`config.mk`:
```
export PLATFORM = sky130hd
export DESIGN_NAME = regfile_writeback
export DESIGN_NICKNAME = d
export VERILOG_FILES = /design/src/rtl/regfile_writeback.sv
export SDC_FILE = /design/constraint.sdc
export NUM_CORES = 1
export LEC_CHECK = 0
export BUFFER_PORTS_ARGS = -buffer_cell sky130_fd_sc_hd__buf_2
export CAP_MARGIN = 5
export CELL_PAD_IN_SITES_DETAIL_PLACEMENT = 1
export CELL_PAD_IN_SITES_GLOBAL_PLACEMENT = 2
export CORE_UTILIZATION = 38
export DETAILED_ROUTE_END_ITERATION = 6
export PLACE_DENSITY = 0.88
export SYNTH_ARGS = -nofsm -noshare
export SYNTH_HDL_FRONTEND = slang
export SYNTH_SLANG_ARGS = --single-unit
```
`constraint.sdc`:
```
create_clock -name clk -period 4.6 [get_ports clk]
set_input_delay 0.23 -clock clk [delete_from_list [all_inputs] [get_ports clk]]
set_output_delay 0.23 -clock clk [all_outputs]
set_load 0.01 [all_outputs]
```
`src/rtl/regfile_writeback.sv`:
```
// ---------------------------------------------------------------------------
// regfile_writeback
//
// Write-side master for the register file. Results arrive from the ALU and
// from the load unit; at most one of them is committed to the register file
// per cycle through a registered write port (d_address / datain / write_en).
// ALU results win the write port. A load that loses the port, or that arrives
// while older loads are still waiting, is held in a small in-order FIFO.
// pend_mask flags every register whose write has not yet been committed, so
// decode can detect hazards.
//
// Ports
//   clk, rst              clock and synchronous active-high reset
//   alu_valid/ready       ALU result handshake, with alu_rd / alu_data
//   ld_valid/ready        load result handshake, with ld_rd / ld_data
//   d_address, datain     registered register-file write index and data
//   write_en              registered register-file write strobe
//   pend_mask             bit r set: write to r queued or on the write port
//   fifo_count            load FIFO occupancy, 0..DEPTH
// ---------------------------------------------------------------------------
module regfile_writeback #(
    parameter  int DATA_W = 8,
    parameter  int ADDR_W = 3,
    parameter  int DEPTH  = 4,
    localparam int CNT_W  = $clog2(DEPTH + 1),
    localparam int PTR_W  = $clog2(DEPTH),
    localparam int NREG   = 2 ** ADDR_W
) (
    input  logic              clk,
    input  logic              rst,
    input  logic              alu_valid,
    output logic              alu_ready,
    input  logic [ADDR_W-1:0] alu_rd,
    input  logic [DATA_W-1:0] alu_data,
    input  logic              ld_valid,
    output logic              ld_ready,
    input  logic [ADDR_W-1:0] ld_rd,
    input  logic [DATA_W-1:0] ld_data,
    output logic [ADDR_W-1:0] d_address,
    output logic [DATA_W-1:0] datain,
    output logic              write_en,
    output logic [NREG-1:0]   pend_mask,
    output logic [CNT_W-1:0]  fifo_count
);

    // Load FIFO storage. Every entry is visible to the hazard mask, so the
    // entries are plain registers rather than a RAM.
    logic [ADDR_W-1:0] fifo_rd_reg   [DEPTH];
    logic [DATA_W-1:0] fifo_data_reg [DEPTH];
    logic [PTR_W-1:0]  head_reg;
    logic [PTR_W-1:0]  tail_reg;
    logic [CNT_W-1:0]  count_reg;

    // Registered write port
    logic [ADDR_W-1:0] d_address_reg, d_address_next;
    logic [DATA_W-1:0] datain_reg, datain_next;
    logic              write_en_reg, write_en_next;

    logic [DEPTH-1:0]  entry_valid;
    logic [NREG-1:0]   fifo_mask;
    logic [NREG-1:0]   port_mask;
    logic              alu_acc, ld_acc;
    logic              alu_wr, ld_wr;
    logic              fifo_empty;
    logic              push, pop;

    // An entry is live when its distance from the head (modulo DEPTH) is
    // below the occupancy.
    for (genvar gi = 0; gi < DEPTH; gi++) begin : g_entry_valid
        logic [PTR_W-1:0] offset;
        assign offset          = PTR_W'(gi) - head_reg;
        assign entry_valid[gi] = CNT_W'(offset) < count_reg;
    end

    // Registers with a write waiting in the FIFO. rd==0 is never enqueued,
    // so bit 0 stays clear.
    always_comb begin
        fifo_mask = '0;
        for (int i = 0; i < DEPTH; i++) begin
            if (entry_valid[i]) begin
                fifo_mask[fifo_rd_reg[i]] = 1'b1;
            end
        end
    end

    assign port_mask  = write_en_reg ? (NREG'(1) << d_address_reg) : '0;
    assign pend_mask  = fifo_mask | port_mask;
    assign fifo_empty = (count_reg == '0);

    // ld_ready depends only on occupancy (no alu_valid path, no credit for a
    // same-cycle pop). alu_ready holds the ALU back whenever an older load to
    // the same register is queued or being offered right now, which keeps
    // loads ahead of later ALU writes to the same register.
    assign ld_ready  = !rst && (count_reg < CNT_W'(DEPTH));
    assign alu_ready = !rst && !fifo_mask[alu_rd] &&
                       !(ld_valid && (ld_rd == alu_rd) && (ld_rd != '0));

    assign alu_acc = alu_valid && alu_ready;
    assign ld_acc  = ld_valid && ld_ready;
    // Results for register 0 complete their handshake but are discarded.
    assign alu_wr  = alu_acc && (alu_rd != '0);
    assign ld_wr   = ld_acc && (ld_rd != '0);

    // Write-port selection: ALU first, then FIFO head, then load bypass.
    always_comb begin
        push           = 1'b0;
        pop            = 1'b0;
        write_en_next  = 1'b0;
        d_address_next = d_address_reg;
        datain_next    = datain_reg;
        if (alu_wr) begin
            write_en_next  = 1'b1;
            d_address_next = alu_rd;
            datain_next    = alu_data;
            push           = ld_wr;
        end else if (!fifo_empty) begin
            pop            = 1'b1;
            write_en_next  = 1'b1;
            d_address_next = fifo_rd_reg[head_reg];
            datain_next    = fifo_data_reg[head_reg];
            push           = ld_wr;
        end else if (ld_wr) begin
            write_en_next  = 1'b1;
            d_address_next = ld_rd;
            datain_next    = ld_data;
        end
    end

    always_ff @(posedge clk) begin
        if (rst) begin
            head_reg      <= '0;
            tail_reg      <= '0;
            count_reg     <= '0;
            write_en_reg  <= 1'b0;
            d_address_reg <= '0;
            datain_reg    <= '0;
        end else begin
            write_en_reg  <= write_en_next;
            d_address_reg <= d_address_next;
            datain_reg    <= datain_next;
            if (push) begin
                tail_reg <= tail_reg + PTR_W'(1);
            end
            if (pop) begin
                head_reg <= head_reg + PTR_W'(1);
            end
            case ({push, pop})
                2'b10:   count_reg <= count_reg + CNT_W'(1);
                2'b01:   count_reg <= count_reg - CNT_W'(1);
                default: count_reg <= count_reg;
            endcase
        end
    end

    // Entry payload needs no reset: stale contents are masked by the count.
    // push is never set during reset because ld_ready is low.
    always_ff @(posedge clk) begin
        if (push) begin
            fifo_rd_reg[tail_reg]   <= ld_rd;
            fifo_data_reg[tail_reg] <= ld_data;
        end
    end

    assign d_address  = d_address_reg;
    assign datain     = datain_reg;
    assign write_en   = write_en_reg;
    assign fifo_count = count_reg;

endmodule

```
==> results of run 1 <==
==> area by class of cell <==
| cell class | count | area, µm² | area share |
|---|---|---|---|
| Sequential cell | 65 | 1742 | 0.4171 |
| Multi-Input combinational cell | 215 | 1667 | 0.3992 |
| Timing Repair Buffer | 58 | 310.3 | 0.07432 |
| Tap cell | 111 | 138.9 | 0.03326 |
| Clock buffer | 11 | 131.4 | 0.03147 |
| Clock inverter | 5 | 103.9 | 0.02487 |
| Inverter | 22 | 82.58 | 0.01978 |
==> layout by cell type (no fill, tap or decap), types with 3 or more instances in the layout <==
cell type	synthesis	routed
buf_2	3	50
edfxtp_1	44	44
nor2_1	38	38
inv_1	22	22
dfxtp_1	21	21
nand2_1	19	19
nand3_1	15	15
a21oi_1	14	14
a221o_1	12	12
mux2i_1	12	12
mux4_2	11	11
ha_1	9	9
clkbuf_8	0	9
buf_4	0	8
nand2b_1	7	7
o21ai_0	7	7
nor2b_1	5	5
nor3_1	5	4
o32ai_1	4	4
or3_1	3	3
xnor2_1	3	3
a21oi_2	3	3
nand4_1	3	3
mux2_2	3	3
bufinv_16	0	3
==> cells by family after synthesis <==
family,share of synthesized area
muxes,0.1146
DFF,0.4835
and+or+nand+nor,0.1532
buffers and inverters,0.05523
AOI/OAI and AO/OA,0.1445
adders and majority gates,0.03682
xor gates and xnor gates,0.01216
==> worst max-delay path by stage <==
stage	from	to	slack (ns)	cells after the start
3_5_place_dp	head_reg[0]$_SDFFE_PP0P_	fifo_count[2]$_SDFFE_PP0P_	0.61	16
4_1_cts	head_reg[0]$_SDFFE_PP0P_	fifo_count[2]$_SDFFE_PP0P_	0.54	16
5_1_grt	head_reg[0]$_SDFFE_PP0P_	fifo_count[2]$_SDFFE_PP0P_	0.31	16
6_report	head_reg[0]$_SDFFE_PP0P_	fifo_count[2]$_SDFFE_PP0P_	0.53	16
3_3_place_gp	head_reg[0]$_SDFFE_PP0P_	fifo_count[2]$_SDFFE_PP0P_	0.75	16
2_1_floorplan	head_reg[0]$_SDFFE_PP0P_	fifo_count[2]$_SDFFE_PP0P_	0.76	17
==> per-stage QoR <==
stage	std cells	worst slack, ns	utilization
after global routing	487	0.3149	0.4540
after global placement	471	0.7501	0.4284
after detailed placement	471	0.6055	0.4284
final	487	0.5260	0.4540
after floorplan	322	0.7576	-
after CTS	487	0.5436	0.4540
==> routing by layer <==
layer / vias up / routed length [µm] / global-route usage
met4: 0 / 207 / 0.08484
met3: 18 / 367 / 0.03725
met1: 1394 / 4433 / 0.2664
met5: - / 0 / 0
li1: 1301 / - / -
met2: 61 / 5064 / 0.3654
==> report_power, final <==
part	internal (mW)	switching, mW
clock	0.361	0.213
sequential	0.730	0.128
combinational	0.508	0.621
total	1.60	0.962
==> Yosys cell counts, types with 3 or more instances <==
| cell | count |
|---|---|
| o21ai_0 | 7 |
| nand3_1 | 15 |
| edfxtp_1 | 44 |
| a21oi_2 | 3 |
| mux2_2 | 3 |
| a221o_1 | 12 |
| inv_1 | 22 |
| buf_2 | 3 |
| or3_1 | 3 |
| clkbuf_1 | 10 |
| buf_6 | 3 |
| nand2b_1 | 7 |
| nand4_1 | 3 |
| nor2_1 | 38 |
| a21oi_1 | 14 |
| ha_1 | 9 |
| o32ai_1 | 4 |
| nor3_1 | 5 |
| nand2_1 | 19 |
| mux4_2 | 11 |
| dfxtp_1 | 21 |
| xnor2_1 | 3 |
| nor2b_1 | 5 |
| mux2i_1 | 12 |
==> flow_summary_export.csv, run 1 <==
group,metric,value,unit
worst_hold_path,min_path_type,"primary input to flip-flop",
sta,tightest_slew,0.9153,ns
sta,fmaxAchievable,245.5,MHz
pwr,p_leak,1.586,nW
synth,synth-seq-area-share,0.4835,
placement,gp_congestion,0.8559,
clock_network,htreeDepth,3,
finish,area_delta_synth_final,15.91,%
global_route,grt.total_usage,0.2127,
route,wirelength,10070,µm
setup_path,crit_slowest_cell,"dfxtp_1",
setup_path,cp-end-kind,"flip-flop",
flow_run,maxCapViolations,0,
route,first_pass_iters,4,
sta,slew_viol_final,0,
clock_network,cts_tree,"done",
route,ant_nets,0,
finish,antenna_cells,0,
route,drt_iter0_markers,58,
clock_network,cts_setup_buffers,0,
outcome,status,"finished, final reports clean",
sta,hold_viol_final,0,
clock_network,cts-root-buf,"clkbuf_8",
clock_network,path_clk_slew,0.08,ns
global_route,grt_pass1_wl,15840,µm
synth,synth_area_leaders,"edfxtp_1 37%, dfxtp_1 12%, mux4_2 6.9%, nor2_1 4.0%, a221o_1 3.3%",
setup_path,timing.rr.start,"head_reg[0]$_SDFFE_PP0P_",
finish,postLayoutCellArea,4175,µm²
global_route,grt_pass1_vias,2920,
global_route,antenna_found_initial,0,
placement,place_area,3940,µm²
setup_path,r2r_slack,0.53,ns
setup_path,cp.required,4.87,ns
finish,nFillCells,1025,
setup_path,max_stage_delay,0.50,ns
pwr,p_per_area,613.4,nW/µm²
pwr,irDropWorstVdd,0.2957,mV
worst_hold_path,holdPathStages,1,
floorplan,dieArea,9872,µm²
setup_path,critPathLaunchType,"flip-flop",
setup_path,rr_endpoint,"fifo_count[2]$_SDFFE_PP0P_",
finish,drive_gt1_frac,0.2633,
synth,yosys_most_used_dff,"edfxtp_1",
clock_network,cts_buffer_depth,2,
global_route,grt_overflow,0,
clock_network,cts_resized,0,
sta,max_slew_margin,0.3898,
setup_path,arrival,4.34,ns
floorplan,core-area,9196,µm²
synth,synth.cell_area,3602,µm²
clock_network,clk_latency,0.34,ns
setup_path,critical_path_buf_inv_count,2,
setup_path,critical-path-top-delay-family,"simple AND/OR/NAND/NOR gates",
sta,grt_setup_unrepaired,"false",
synth,syn-num-nets,358,
floorplan,start_util,0.3917,
setup_path,cp_max_fo,8,
worst_hold_path,hold_path_end,"fifo_data_reg[3][3]$_DFFE_PP_",
clock_network,ctsHoldBuffers,0,
setup_path,timing.critical_path.cells,"xnor2_1 -> inv_1 -> ha_1 -> and2b_1 -> a211o_1 -> or3_1 -> a311oi_2 -> nor2_1 -> and4_1 -> a21oi_2 -> ha_1 -> inv_1 -> fa_1 -> xor2_1 -> or3_1 -> a21oi_1",
placement,io_buffers,50,
synth,synth_warnings,0,
floorplan,fp.dieW,99.36,µm
sta,fin_setup_tns,0,ns
sta,finalSetupViolCount,0,
setup_path,reg2reg_depth,16,
sta,holdWs,0.1197,ns
clock_network,cts_inserted_buffers,9,
synth,synth-seq-cells,65,
route,route.vias.total,2774,
synth,synth.top_cell.area_share,0.3668,
route,via_per_inst,5.696,
route,drc_errors,0,
synth,yosysUniqueCellTypes,61,
sta,period_needed,4.074,ns
sta,min_period_over_period,0.8856,
clock_network,cts_sinks,65,
route,wire_per_inst,20.68,µm
setup_path,critPathKind,"flip-flop to flip-flop",
finish,largest_reg_flops,32,
floorplan,ios,51,
synth,synth-async-reset-ratio,0,
floorplan,chipHeight,99.36,µm
floorplan,fp-row-count,35,
synth,yosysTopAreaCell,"edfxtp_1",
synth,synth-edff-count,44,
synth,syn_avg_cell_area,11.19,µm²
finish,final_nets,407,
synth,syn-instance-count,322,
sta,clock-skew-final,0.01267,ns
worst_hold_path,worstHoldStart,"ld_data[3]",
global_route,grt_max_degree,26,
pwr,p_total,2.561,mW
placement,hpwl,7180,µm
Power figures use the tool's default switching activity.
==> run 2, diff against run 1 <==
--- a/config.mk
+++ b/config.mk
@@ -5,11 +5,12 @@
 export SDC_FILE = /design/constraint.sdc
 export NUM_CORES = 1
 export LEC_CHECK = 0
+export ABC_AREA = 1
 export BUFFER_PORTS_ARGS = -buffer_cell sky130_fd_sc_hd__buf_2
 export CAP_MARGIN = 5
 export CELL_PAD_IN_SITES_DETAIL_PLACEMENT = 1
 export CELL_PAD_IN_SITES_GLOBAL_PLACEMENT = 2
-export CORE_UTILIZATION = 38
+export CORE_UTILIZATION = 34
 export DETAILED_ROUTE_END_ITERATION = 6
 export PLACE_DENSITY = 0.88
 export SYNTH_ARGS = -nofsm -noshare
==> flow_summary_export.csv, run 2 <==
group,metric,value,unit
finish,final_nets,544,
route,wirelength,10170,µm
clock_network,clk_latency,0.34,ns
clock_network,cts_buffer_depth,2,
clock_network,cts-root-buf,"clkbuf_8",
placement,io_buffers,50,
sta,slew_viol_final,0,
global_route,grtUsageMet2,0.3156,
route,drc_errors,0,
route,ant_nets,0,
global_route,use_met3,0.03679,
clock_network,cts_inserted_buffers,9,
floorplan,core-area,10420,µm²
finish,largest_reg_flops,32,
global_route,busiest_layer,"met2",
pwr,irDropWorstVdd,0.2562,mV
synth,synthMuxAreaShare,0,
clock_network,cts_tree,"done",
sta,fmaxAchievable,288.0,MHz
global_route,grt_max_degree,26,
finish,nFillCells,1304,
route,drt_iter0_markers,143,
clock_network,cts_resized,0,
synth,synth_common_cells,"86 x nand2_1, 77 x nor2_1, 50 x inv_1",
finish,final_cell_mix,"86 x nand2_1, 77 x nor2_1, 50 x inv_1, 50 x buf_2, 44 x edfxtp_1",
setup_path,critPathLaunchType,"flip-flop",
sta,finalSetupViolCount,0,
finish,final_util,0.4059,
synth,yosys_most_used_dff,"edfxtp_1",
finish,final_common_cell,"nand2_1",
placement,gp_congestion,0.8519,
synth,synth.top_cell.area_share,0.3599,
finish,drive_gt1_frac,0.1793,
sta,max_slew_margin,0.3882,
setup_path,cp-end-kind,"flip-flop",
synth,synth_warnings,0,
finish,area_delta_synth_final,15.17,%
global_route,antenna_found_initial,0,
synth,synth_top_family_by_area,"simple AND/OR/NAND/NOR gates",
setup_path,critPathKind,"flip-flop to flip-flop",
sta,fin_setup_tns,0,ns
placement,hpwl,7924,µm
synth,synthAdderAreaFrac,0.03613,
worst_hold_path,min_path_type,"primary input to flip-flop",
sta,hold_viol_final,0,
sta,min_period_over_period,0.7548,
synth,synth-seq-cells,65,
synth,synth-seq-area-share,0.4744,
worst_hold_path,holdPathStages,1,
global_route,grt_overflow,0,
clock_network,path_clk_slew,0.08,ns
synth,yosysUniqueCellTypes,37,
route,wire_per_inst,15.67,µm
synth,synth_compound_area_frac,0.1237,
setup_path,reg2reg_depth,21,
global_route,grt_pass1_vias,3327,
setup_path,arrival,3.71,ns
sta,tightest_slew,0.9093,ns
route,first_pass_iters,4,
setup_path,cp.required,4.84,ns
synth,synth-async-reset-ratio,0,
synth,syn-instance-count,455,
global_route,use_met1,0.2602,
synth,yosysTopAreaCell,"edfxtp_1",
synth,syn_avg_cell_area,8.068,µm²
floorplan,chipHeight,105.9,µm
synth,synth_area_leaders,"edfxtp_1 36%, dfxtp_1 11%, nand2_1 8.8%, nor2_1 7.9%, inv_1 5.1%",
outcome,status,"finished, final reports clean",
clock_network,ctsHoldBuffers,0,
clock_network,cts_sinks,65,
route,via_per_inst,4.986,
floorplan,dieArea,11220,µm²
synth,synthXorXnorAreaFrac,0.01193,
synth,synth.cell_area,3671,µm²
clock_network,htreeDepth,3,
global_route,grt_pass1_wl,16810,µm
clock_network,cts_setup_buffers,0,
setup_path,cp_max_fo,9,
route,route.vias.total,3236,
pwr,p_leak,1.838,nW
floorplan,fp-row-count,37,
pwr,p_total,2.508,mW
synth,synth-simple-area-share,0.2727,
floorplan,fp.dieW,105.9,µm
floorplan,ios,51,
synth,syn-num-nets,491,
sta,clock-skew-final,0.01219,ns
pwr,p_per_area,593.3,nW/µm²
sta,period_needed,3.472,ns
floorplan,start_util,0.3524,
global_route,grt.total_usage,0.1960,
sta,grt_setup_unrepaired,"false",
synth,synth-edff-count,44,
flow_run,maxCapViolations,0,
finish,antenna_cells,0,
synth,yosysMostFrequentCell,"nand2_1",
-- run 2: cell type report --
class / instances / area (µm²) / area share
Sequential cell: 65 / 1742 / 0.4120
Multi-Input combinational cell: 321 / 1637 / 0.3871
Timing Repair Buffer: 56 / 295.3 / 0.06984
Inverter: 55 / 214.0 / 0.05061
Tap cell: 136 / 170.2 / 0.04025
Clock buffer: 10 / 127.6 / 0.03019
Clock inverter: 6 / 42.54 / 0.01006
-- run 2: cells by family after synthesis --
| logic type | after synthesis |
|---|---|
| fa+ha+maj | 10 |
| buf+inv | 69 |
| xor+xnor | 5 |
| compound gates | 76 |
| flops | 65 |
| simple gates | 230 |
-- run 2: final timing paths --
| path | startpoint | end | slack, ns |
|---|---|---|---|
| max | head_reg[0]$_SDFFE_PP0P_ | fifo_count[2]$_SDFFE_PP0P_ | 1.13 |
| min | ld_data[4] | fifo_data_reg[0][4]$_DFFE_PP_ | 0.12 |
| max reg2reg | head_reg[0]$_SDFFE_PP0P_ | fifo_count[2]$_SDFFE_PP0P_ | 1.13 |
| min reg2reg | datain[6]$_SDFFE_PP0P_ | datain[6]$_SDFFE_PP0P_ | 0.51 |
-- run 2: layer usage --
metal | part of all wire | vias to the layer above
met5 | 0 | -
met4 | 0.019 | 0
met3 | 0.044 | 15
met2 | 0.46 | 72
met1 | 0.47 | 1520
li1 | - | 1629
-- run 2: stage by stage --
step | hold slack [ns] | worst slack, ns | area (µm²) | cells
floorplan | 0.2991 | 1.576 | 3671 | 455
global placement | 0.4605 | 1.257 | 4058 | 633
detailed placement | 0.4678 | 1.104 | 4058 | 633
CTS | 0.1023 | 1.087 | 4228 | 649
global route | 0.1072 | 0.7727 | 4228 | 649
finish | 0.1176 | 1.128 | 4228 | 649
-- run 2: worst max-delay path: stages, from the launching register on --
cell and delay [ns]:
dfxtp_1 0.40, xor2_1 0.25, inv_1 0.07, ha_1 0.27
inv_1 0.07, nor2_2 0.04, a21oi_2 0.21, nand3_1 0.13
nand3_1 0.11, nand3_1 0.08, nand2_1 0.08, nand2_2 0.08
nand4_4 0.17, nand2_2 0.11, nand2_1 0.18, ha_1 0.16
inv_1 0.06, fa_1 0.38, a21oi_1 0.15, o21ai_0 0.12
xor2_1 0.17, nor2_1 0.06
-- run 2: report_power, final --
group          leakage (nW)  internal [mW]  total (mW)  switching [mW]
clock                0.0843          0.196       0.420           0.224
sequential            0.571          0.723       0.834           0.111
combinational          1.18          0.440        1.25           0.815
total                  1.84           1.36        2.51            1.15
==> run 3, diff against run 2 <==
==> constraint.sdc (replaced) <==
create_clock -name clk -period 3.5 [get_ports clk]
set_input_delay 0.175 -clock clk [delete_from_list [all_inputs] [get_ports clk]]
set_output_delay 0.175 -clock clk [all_outputs]
set_load 0.01 [all_outputs]
==> flow_summary_export.csv, run 3 (synthesis gave the netlist of run 2 again) <==
group,metric,value,unit
pwr,p_clk_frac,0.159,
worst_hold_path,min_path_type,"primary input to flip-flop",
finish,largest_reg_flops,32,
floorplan,core-area,10420,µm²
pwr,irDropWorstVdd,0.4046,mV
clock_network,path_clk_slew,0.07,ns
route,wirelength,10400,µm
sta,tightest_slew,0.8004,ns
clock_network,clk_latency,0.34,ns
setup_path,crit_slowest_cell,"fa_1",
setup_path,max_stage_delay,0.38,ns
pwr,pwr-share-seq,0.328,
setup_path,cp.required,3.72,ns
setup_path,cp.depth,22,
clock_network,htreeDepth,3,
floorplan,dieArea,11220,µm²
global_route,antenna_found_initial,0,
sta,min_period_over_period,0.9162,
sta,slew_viol_final,0,
setup_path,reg2reg_depth,22,
setup_path,critPathLaunchType,"flip-flop",
placement,gp_congestion,0.8083,
clock_network,ctsHoldBuffers,0,
global_route,grt_pass1_wl,17250,µm
pwr,power_frac_comb,0.513,
floorplan,chipHeight,105.9,µm
finish,final_nets,550,
worst_hold_path,hold_path_end,"fifo_data_reg[1][6]$_DFFE_PP_",
route,drt_iter0_markers,182,
route,route.vias.total,3286,
finish,final_common_cell,"nand2_1",
floorplan,start_util,0.3524,
sta,fmaxAchievable,311.9,MHz
route,via_per_inst,5.017,
placement,dp.cells,636,
pwr,p_per_area,780.2,nW/µm²
placement,hpwl,7935,µm
clock_network,cts_buffer_depth,2,
setup_path,critPathKind,"flip-flop to flip-flop",
flow_run,maxCapViolations,0,
finish,final_cells,655,
floorplan,ios,51,
global_route,grt.total_usage,0.1984,
pwr,internal-power,1.821,mW
sta,hold_viol_final,0,
sta,max_slew_margin,0.4657,
setup_path,cp-end-kind,"flip-flop",
placement,io_buffers,50,
worst_hold_path,holdPathStages,1,
route,wire_per_inst,15.87,µm
pwr,p_total,3.363,mW
sta,finalSetupViolCount,0,
setup_path,timing.rr.start,"head_reg[1]$_SDFFE_PP0P_",
floorplan,fp.dieW,105.9,µm
setup_path,r2r_slack,0.29,ns
finish,drive_gt1_frac,0.2081,
outcome,status,"finished, final reports clean",
clock_network,cts_inserted_buffers,9,
clock_network,cts-root-buf,"clkbuf_8",
setup_path,critical-path-top-delay-family,"simple AND/OR/NAND/NOR gates",
setup_path,cp_max_fo,5,
setup_path,timing.critical_path.cells,"xor2_4 -> ha_1 -> inv_1 -> nor2_2 -> nand2_2 -> nand2_2 -> o21ai_1 -> nor2_1 -> nand3_1 -> nand3_1 -> nand2_2 -> nand2_2 -> nand4_4 -> nand2_4 -> nand2_4 -> ha_1 -> inv_1 -> fa_1 -> a21oi_1 -> o21ai_0 -> xor2_1 -> nor2_1",
route,drc_errors,0,
finish,area_delta_synth_final,17.42,%
setup_path,arrival,3.43,ns
worst_hold_path,worstHoldStart,"ld_data[6]",
setup_path,critical_path_buf_inv_count,2,
pwr,switchingPower,1.542,mW
global_route,grt_max_degree,27,
setup_path,critPathMostFrequentCell,"nand2_2",
finish,final_cell_mix,"83 x nand2_1, 77 x nor2_1, 50 x buf_2",
route,first_pass_iters,4,
global_route,grt_pass1_vias,3436,
route,ant_nets,0,
pwr,switching_share,0.4584,
clock_network,cts_sinks,65,
floorplan,fp-row-count,37,
pwr,p_leak,1.875,nW
clock_network,cts_tree,"done",
global_route,grt_overflow,0,
setup_path,rr_endpoint,"fifo_count[2]$_SDFFE_PP0P_",
sta,period_needed,3.207,ns
finish,antenna_cells,0,
sta,clock-skew-final,0.01008,ns
## run 3: cell types whose count changed in the layout (fill, tap and decap cells not counted), sizes merged
cell	change
buf	+6
clkinvlp	+1
inv	-1
## run 3: repair_timing
item	in CTS	in global routing
gates resized for setup	1	13
pin swaps	0	3
buffers inserted	0	3
endpoints found under the setup margin	1	3
## run 3: stage by stage
stage / instance area, µm² / worst slack [ns] / util / hold slack [ns] / TNS, ns
final: 4310 / 0.2934 / 0.4138 / 0.07092 / 0
after global routing: 4310 / -0.005949 / 0.4138 / 0.06291 / -0.005949
after CTS: 4250 / 0.02446 / 0.4080 / 0.05252 / 0
after detailed placement: 4080 / 0.04389 / 0.3917 / 0.4103 / 0
after global placement: 4080 / 0.1965 / 0.3917 / 0.3990 / 0
after floorplan: 3671 / 0.4758 / - / 0.2441 / 0
## run 3: power by group through the flow
stage,clock (mW),sequential [mW],combinational [mW]
4_1_cts,0.554,1.09,1.70
3_3_place_gp,0,1.10,1.63
2_1_floorplan,0,1.09,1.17
5_1_grt,0.583,1.13,1.96
3_5_place_dp,0,1.10,1.69
6_report,0.536,1.10,1.72
## run 3: per-layer routing
metal	wire [µm]	GRT usage	up-vias
met3	363	0.02759	9
met2	5051	0.3399	61
met4	153	0.06448	0
met1	4830	0.2579	1574
met5	0	0	-
li1	-	-	1642
## run 3: final cells by class
class | count | area [µm²]
well taps | 136 | 170.2
fillers | 1314 | 6106
clock inverters | 6 | 35.03
inverters | 55 | 214.0
clock buffers | 10 | 127.6
multi-input cells | 321 | 1673
flip-flops and latches | 65 | 1750
repair buffers | 62 | 340.3
## run 3: worst max-delay path by stage
stage                                from                    endpoint  slack [ns]
2_1_floorplan    head_reg[0]$_SDFFE_PP0P_  fifo_count[2]$_SDFFE_PP0P_        0.48
5_1_grt          head_reg[0]$_SDFFE_PP0P_  fifo_count[2]$_SDFFE_PP0P_      -0.006
3_3_place_gp     head_reg[0]$_SDFFE_PP0P_  fifo_count[2]$_SDFFE_PP0P_        0.20
3_5_place_dp     head_reg[0]$_SDFFE_PP0P_  fifo_count[2]$_SDFFE_PP0P_        0.04
6_report         head_reg[1]$_SDFFE_PP0P_  fifo_count[2]$_SDFFE_PP0P_        0.29
4_1_cts        fifo_count[1]$_SDFFE_PP0P_  fifo_count[2]$_SDFFE_PP0P_        0.02
